$ cat config.mk
export PLATFORM = sky130hd
export DESIGN_NAME = dp_memory
export DESIGN_NICKNAME = d
export VERILOG_FILES = /design/src/rtl/memory_pkg.sv /design/src/rtl/dp_memory.sv
export SDC_FILE = /design/constraint.sdc
export NUM_CORES = 1
export LEC_CHECK = 0
export ABC_AREA = 0
export BUFFER_PORTS_ARGS = -buffer_cell sky130_fd_sc_hd__buf_4
export CAP_MARGIN = 20
export CELL_PAD_IN_SITES_DETAIL_PLACEMENT = 0
export CELL_PAD_IN_SITES_GLOBAL_PLACEMENT = 1
export CORE_AREA = 2 2 200 202
export DETAILED_ROUTE_END_ITERATION = 10
export DIE_AREA = 0 0 202 204
export GPL_TIMING_DRIVEN = 0
export HOLD_SLACK_MARGIN = 0.02
export PLACE_DENSITY = 0.67
export RECOVER_POWER = 25
export SLEW_MARGIN = 10
export SYNTH_ARGS = -nofsm -noshare
export SYNTH_HDL_FRONTEND = slang
export SYNTH_SLANG_ARGS = --single-unit
$ cat constraint.sdc
create_clock -name clk -period 2.95 [get_ports clk]
set_clock_uncertainty 0.05 [all_clocks]
set_input_delay 0 -clock clk [delete_from_list [all_inputs] [get_ports clk]]
set_output_delay 0 -clock clk [all_outputs]
set_load 0.02 [all_outputs]
$ cat src/rtl/memory_pkg.sv
// Shared types and default sizing for the stack CPU word memory.
// Keeps the clear-sequencer state encoding and default geometry in one place.
package memory_pkg;

   typedef enum logic [0:0] {
      MEM_CLEAR,
      MEM_IDLE
   } mem_state_t;

   localparam int MEM_DATA_W = 8;
   localparam int MEM_ADDR_W = 5;

endpackage

$ cat src/rtl/dp_memory.sv
// Dual-port word memory: read-only fetch port A, read/write data port B,
// both with registered one-cycle reads, plus a hardware clear sequencer.
module dp_memory
   import memory_pkg::*;
#(
   parameter int DATA_W = MEM_DATA_W,
   parameter int ADDR_W = MEM_ADDR_W
) (
   input  logic              clk,
   input  logic              rst,
   input  logic              clear_req,
   output logic              ready,
   input  logic              a_req,
   input  logic [ADDR_W-1:0] a_addr,
   output logic              a_valid,
   output logic [DATA_W-1:0] a_rdata,
   input  logic              b_req,
   input  logic              b_we,
   input  logic [ADDR_W-1:0] b_addr,
   input  logic [DATA_W-1:0] b_wdata,
   output logic              b_valid,
   output logic [DATA_W-1:0] b_rdata,
   output logic              rej
);

   localparam int DEPTH = 1 << ADDR_W;

   logic [DATA_W-1:0] mem [0:DEPTH-1];

   mem_state_t        state;
   mem_state_t        state_next;
   logic [ADDR_W-1:0] ptr;
   logic [ADDR_W-1:0] ptr_next;

   logic a_fire;
   logic b_read_fire;
   logic b_write_fire;
   logic any_req;

   assign a_fire       = a_req & ready;
   assign b_read_fire  = b_req & ~b_we & ready;
   assign b_write_fire = b_req & b_we & ready;
   assign any_req      = a_req | b_req;

   // Clear walks ptr through every word; the wrap back to 0 leaves it ready for the next clear.
   always_comb begin
      state_next = state;
      ptr_next   = ptr;
      case (state)
         MEM_CLEAR: begin
            ptr_next = ptr + 1'b1;
            if (ptr == '1) begin
               state_next = MEM_IDLE;
            end
         end
         MEM_IDLE: begin
            if (clear_req) begin
               state_next = MEM_CLEAR;
               ptr_next   = '0;
            end
         end
         default: begin
            state_next = MEM_CLEAR;
            ptr_next   = '0;
         end
      endcase
   end

   always_ff @(posedge clk or posedge rst) begin
      if (rst) begin
         state <= MEM_CLEAR;
         ptr   <= '0;
         ready <= 1'b0;
      end else begin
         state <= state_next;
         ptr   <= ptr_next;
         ready <= (state_next == MEM_IDLE);
      end
   end

   // Single write point for the array: clear sequencer has priority, port B only when idle.
   always_ff @(posedge clk) begin
      if (state == MEM_CLEAR) begin
         mem[ptr] <= '0;
      end else if (b_write_fire) begin
         mem[b_addr] <= b_wdata;
      end
   end

   // Non-blocking reads give read-before-write on a same-address collision.
   always_ff @(posedge clk or posedge rst) begin
      if (rst) begin
         a_valid <= 1'b0;
         a_rdata <= '0;
         b_valid <= 1'b0;
         b_rdata <= '0;
         rej     <= 1'b0;
      end else begin
         a_valid <= a_fire;
         b_valid <= b_read_fire;
         rej     <= any_req & ~ready;
         if (a_fire) begin
            a_rdata <= mem[a_addr];
         end
         if (b_read_fire) begin
            b_rdata <= mem[b_addr];
         end
      end
   end

endmodule

==> parameters.txt <==
Parameter                              Value

Outcome
  Run status    finished, violations left
  Failing checks    negative setup slack

Floorplan
  Width of the die    202 um
  FP Rows    73
  Die area    0.0412 mm2
  Number of ports placed on the die boundary    44
  Total core area    between 0.03 and 0.04 mm2
  Y dimension of the die    204 um
  Initial standard-cell utilization of the core    0.346

Timing
  Summed negative setup slack over all endpoints    -0.0918 ns
  Final number of setup-violating endpoints    12
  Share of the clock period used by the worst path    1.01
  Final-report max-slew violation count    0
  Shortest period the worst path allows    2.97 ns
  Hold Vio Cnt, Final    0
  Fmax    337 MHz
  Max-Slew Margin vs Limit    0.200
  Worst slew pin tran    1.20 ns
  Worst hold slack    between 0.07 and 0.08 ns
  Unrepaired setup endpoints after global routing    true
  Final setup slack of the worst path    -0.0160 ns

Clock network
  Sink Count    281
  Number of buffers inserted by post-CTS setup repair    0
  Total number of H-tree levels    1
  Skew-Pair Late Insertion Delay    0.57 ns
  Clk root buf    clkbuf_16
  CTS tree    yes
  Clock input transition at the sequential cells of the worst setup and hold paths    roughly 0.060 ns
  TritonCTS Buffers    30
  Max Buffers Root-to-Sink    3

Pwr
  Power density of the placed cells    736 mW/mm2
  Worst vdd rail ir drop    ~0.51 mV
  Static leakage power    6.14 nW

Detailed routing
  Drt total wl    42.3 mm
  Final antenna-violating net count    0
  Wire per inst    27.2 um
  Vias/cell    5.64
  Pre-antenna DRT Iters    5
  Number of DRC violations after detailed routing    0
  Iteration-0 DRC count of the detailed router    899
  DR vias    8777

Worst hold path
  Hold path startpoint    b_req
  Min-Delay Path Depth    3
  Capture endpoint of the worst hold path    b_rdata[6]$_DFFE_PP0P_
  Type of the tightest min-delay check    in -> reg

Synth
  Seq cells post-synth    281
  Number of cells produced by synthesis    between 900 and 1000
  Biggest area consumer among synthesized cells    edfxtp_1
  Top-area cell type share of the netlist area    0.568
  Sequential share of the synthesized area    0.614
  Main area contributors after synthesis    edfxtp_1 57%, mux2i_1 19%, dfrtp_1 4.6%
  Warnings from Yosys    0
  Post-synth cell types    36
  Syn nets    approximately 950
  Post-synthesis instance area    0.0135 mm2
  Syn avg cell area    roughly 15 um2

Setup path
  Worst path required time    a little over 3 ns
  Worst Path Arrival    3.10 ns
  Worst-case reg-to-reg path depth    6
  Setup slack of the worst register-to-register path    -0.02 ns
  CP endpoint kind    flop
  Capture instance of the worst register-to-register path    mem[10][2]$_DFFE_PP_
  Class of the most critical setup path    reg -> reg
  CP max FO    8
  Startpoint types    flop
  Startpoint of the worst register-to-register path    state$_DFF_PP0_

GRT
  Overflow left after global routing    0
  Number of global-route vias before repair    8842
  Global-route wire length before repair    between 60 and 70 mm
  Gr usage total    0.203
  Pin count of the biggest net entering global routing    33
  Initial antenna violation count    0

Placement
  Number of buffers added on ports    41
  Placement-stage worst setup slack    -0.139 ns
  GP Congestion    0.894
  Detail Placement HPWL    approximately 29 mm
  Placed cell count    1491
  Post-detailed-placement cell area    0.0146 mm2

Finish
  Share of final-layout standard cells stronger than drive strength 1    0.175
  Antenna fix cells    0
  Final std cell area, no fill    0.0158 mm2
  Number of nets in the finished design    about 1000
  Finished Layout Cells    between 1500 and 2000
  Area Growth Syn to Fin    17.0%
  Number of fill cells in the layout    3612

Flow run
  Max Cap Viol    0
==> synth_stat cells (all sizes together) <==
master  count
dfrtp      25
buf        47
xnor2       1
o21bai      1
clkbuf     20
and3        2
o22ai      20
nand2      29
a31oi       1
nand2b      6
o21ai       1
a22oi      65
o41ai      16
mux2        1
nand3b      2
edfxtp    256
and2       10
a21oi      33
a221oi     32
nand3       3
a32oi       1
xor2        1
ha          2
inv         7
nor2       41
nor2b       6
a22o       32
or2         2
mux2i     260
==> layout make-up <==
cell class	count	area [um2]	area share
plain buffers	67	489	0.0309
clock buffers	34	786	0.0496
clock inverters	22	352	0.0222
inverters	7	26.3	0.00166
multi-input cells	568	4810	0.303
flip-flops and latches	281	8310	0.525
well taps	525	657	0.0415
repair buffers	51	413	0.0261
==> state kept, by name (all words and copies together), names as in the netlist <==
register / cells
b_valid: 1
mem: 256
state: 1
b_rdata: 8
ptr: 5
a_valid: 1
a_rdata: 8
rej: 1
==> metrics by stage <==
step           total power [mW]  utilization
5_1_grt                    12.0        0.404
6_report                   11.7        0.404
3_5_place_dp               7.30        0.372
4_1_cts                    11.6        0.402
3_3_place_gp               7.27        0.370
2_1_floorplan              6.42            -
==> critical path, cell delays in order (launching register included) <==
cell	delay [ns]
dfrtp_1	0.35
buf_2	0.17
and3_1	0.17
clkbuf_1	0.27
mux2i_1	0.55
nand3b_1	0.37
nor2_2	0.65
==> where the power goes <==
group          switching [mW]  internal (mW)  leakage (nW)
registers               0.266           4.83          2.89
logic                    1.49          0.756          2.69
clock network            1.62           2.70         0.553
total                    3.37           8.29          6.14
==> worst max path at each step <==
| stage | from | end | slack [ns] | cells past startpoint |
|---|---|---|---|---|
| after detailed placement | state$_DFF_PP0_ | mem[10][2]$_DFFE_PP_ | -0.14 | 6 |
| after floorplan | state$_DFF_PP0_ | mem[18][0]$_DFFE_PP_ | 0.46 | 7 |
| after global routing | state$_DFF_PP0_ | mem[19][2]$_DFFE_PP_ | -0.16 | 7 |
| after CTS | state$_DFF_PP0_ | mem[10][2]$_DFFE_PP_ | -0.17 | 6 |
| after global placement | state$_DFF_PP0_ | mem[10][2]$_DFFE_PP_ | -0.13 | 6 |
| final | state$_DFF_PP0_ | mem[10][2]$_DFFE_PP_ | -0.02 | 6 |
==> cell usage in the layout, fill, tap and decap left out, types with 8 or more instances in the layout <==
cell and count:
a22o_1 32, nor2_1 17, nor2_2 24, o22ai_1 20, buf_2 8, dfrtp_1 25
a221oi_1 27, bufinv_16 9, nand2_1 29, buf_4 51, a22oi_1 64, o41ai_2 9
buf_6 8, mux2i_1 260, edfxtp_1 256, a21oi_1 32, buf_1 9, clkbuf_16 30
clkbuf_1 26
==> timing repair <==
action                                  in CTS  in global routing
pin swaps                                    0                  0
endpoints found under the setup margin      88                208
resized for setup                            3                 25
hold endpoints to repair                    38                  9
hold buffers                                 6                  1
==> cell families (layout without fill, tap and decap cells) <==
family / after synthesis / in the layout / synth area share
flops: 281 / 281 / 0.614
mux: 261 / 261 / 0.193
compound gates: 202 / 202 / 0.119
simple gates: 101 / 101 / 0.0336
buf+inv: 74 / 181 / 0.0381
fa+ha+maj: 2 / 2 / 0.00185
xor+xnor: 2 / 2 / 0.00129
==> layer usage <==
layer / global-route usage / vias to the layer above / part of all wire
met5: 0 / - / 0
met2: 0.337 / 350 / 0.47
met3: 0.0236 / 70 / 0.060
li1: - / 3866 / -
met4: 0.0712 / 0 / 0.036
met1: 0.275 / 4491 / 0.43
No activity file was read; power rests on OpenSTA's default activity.
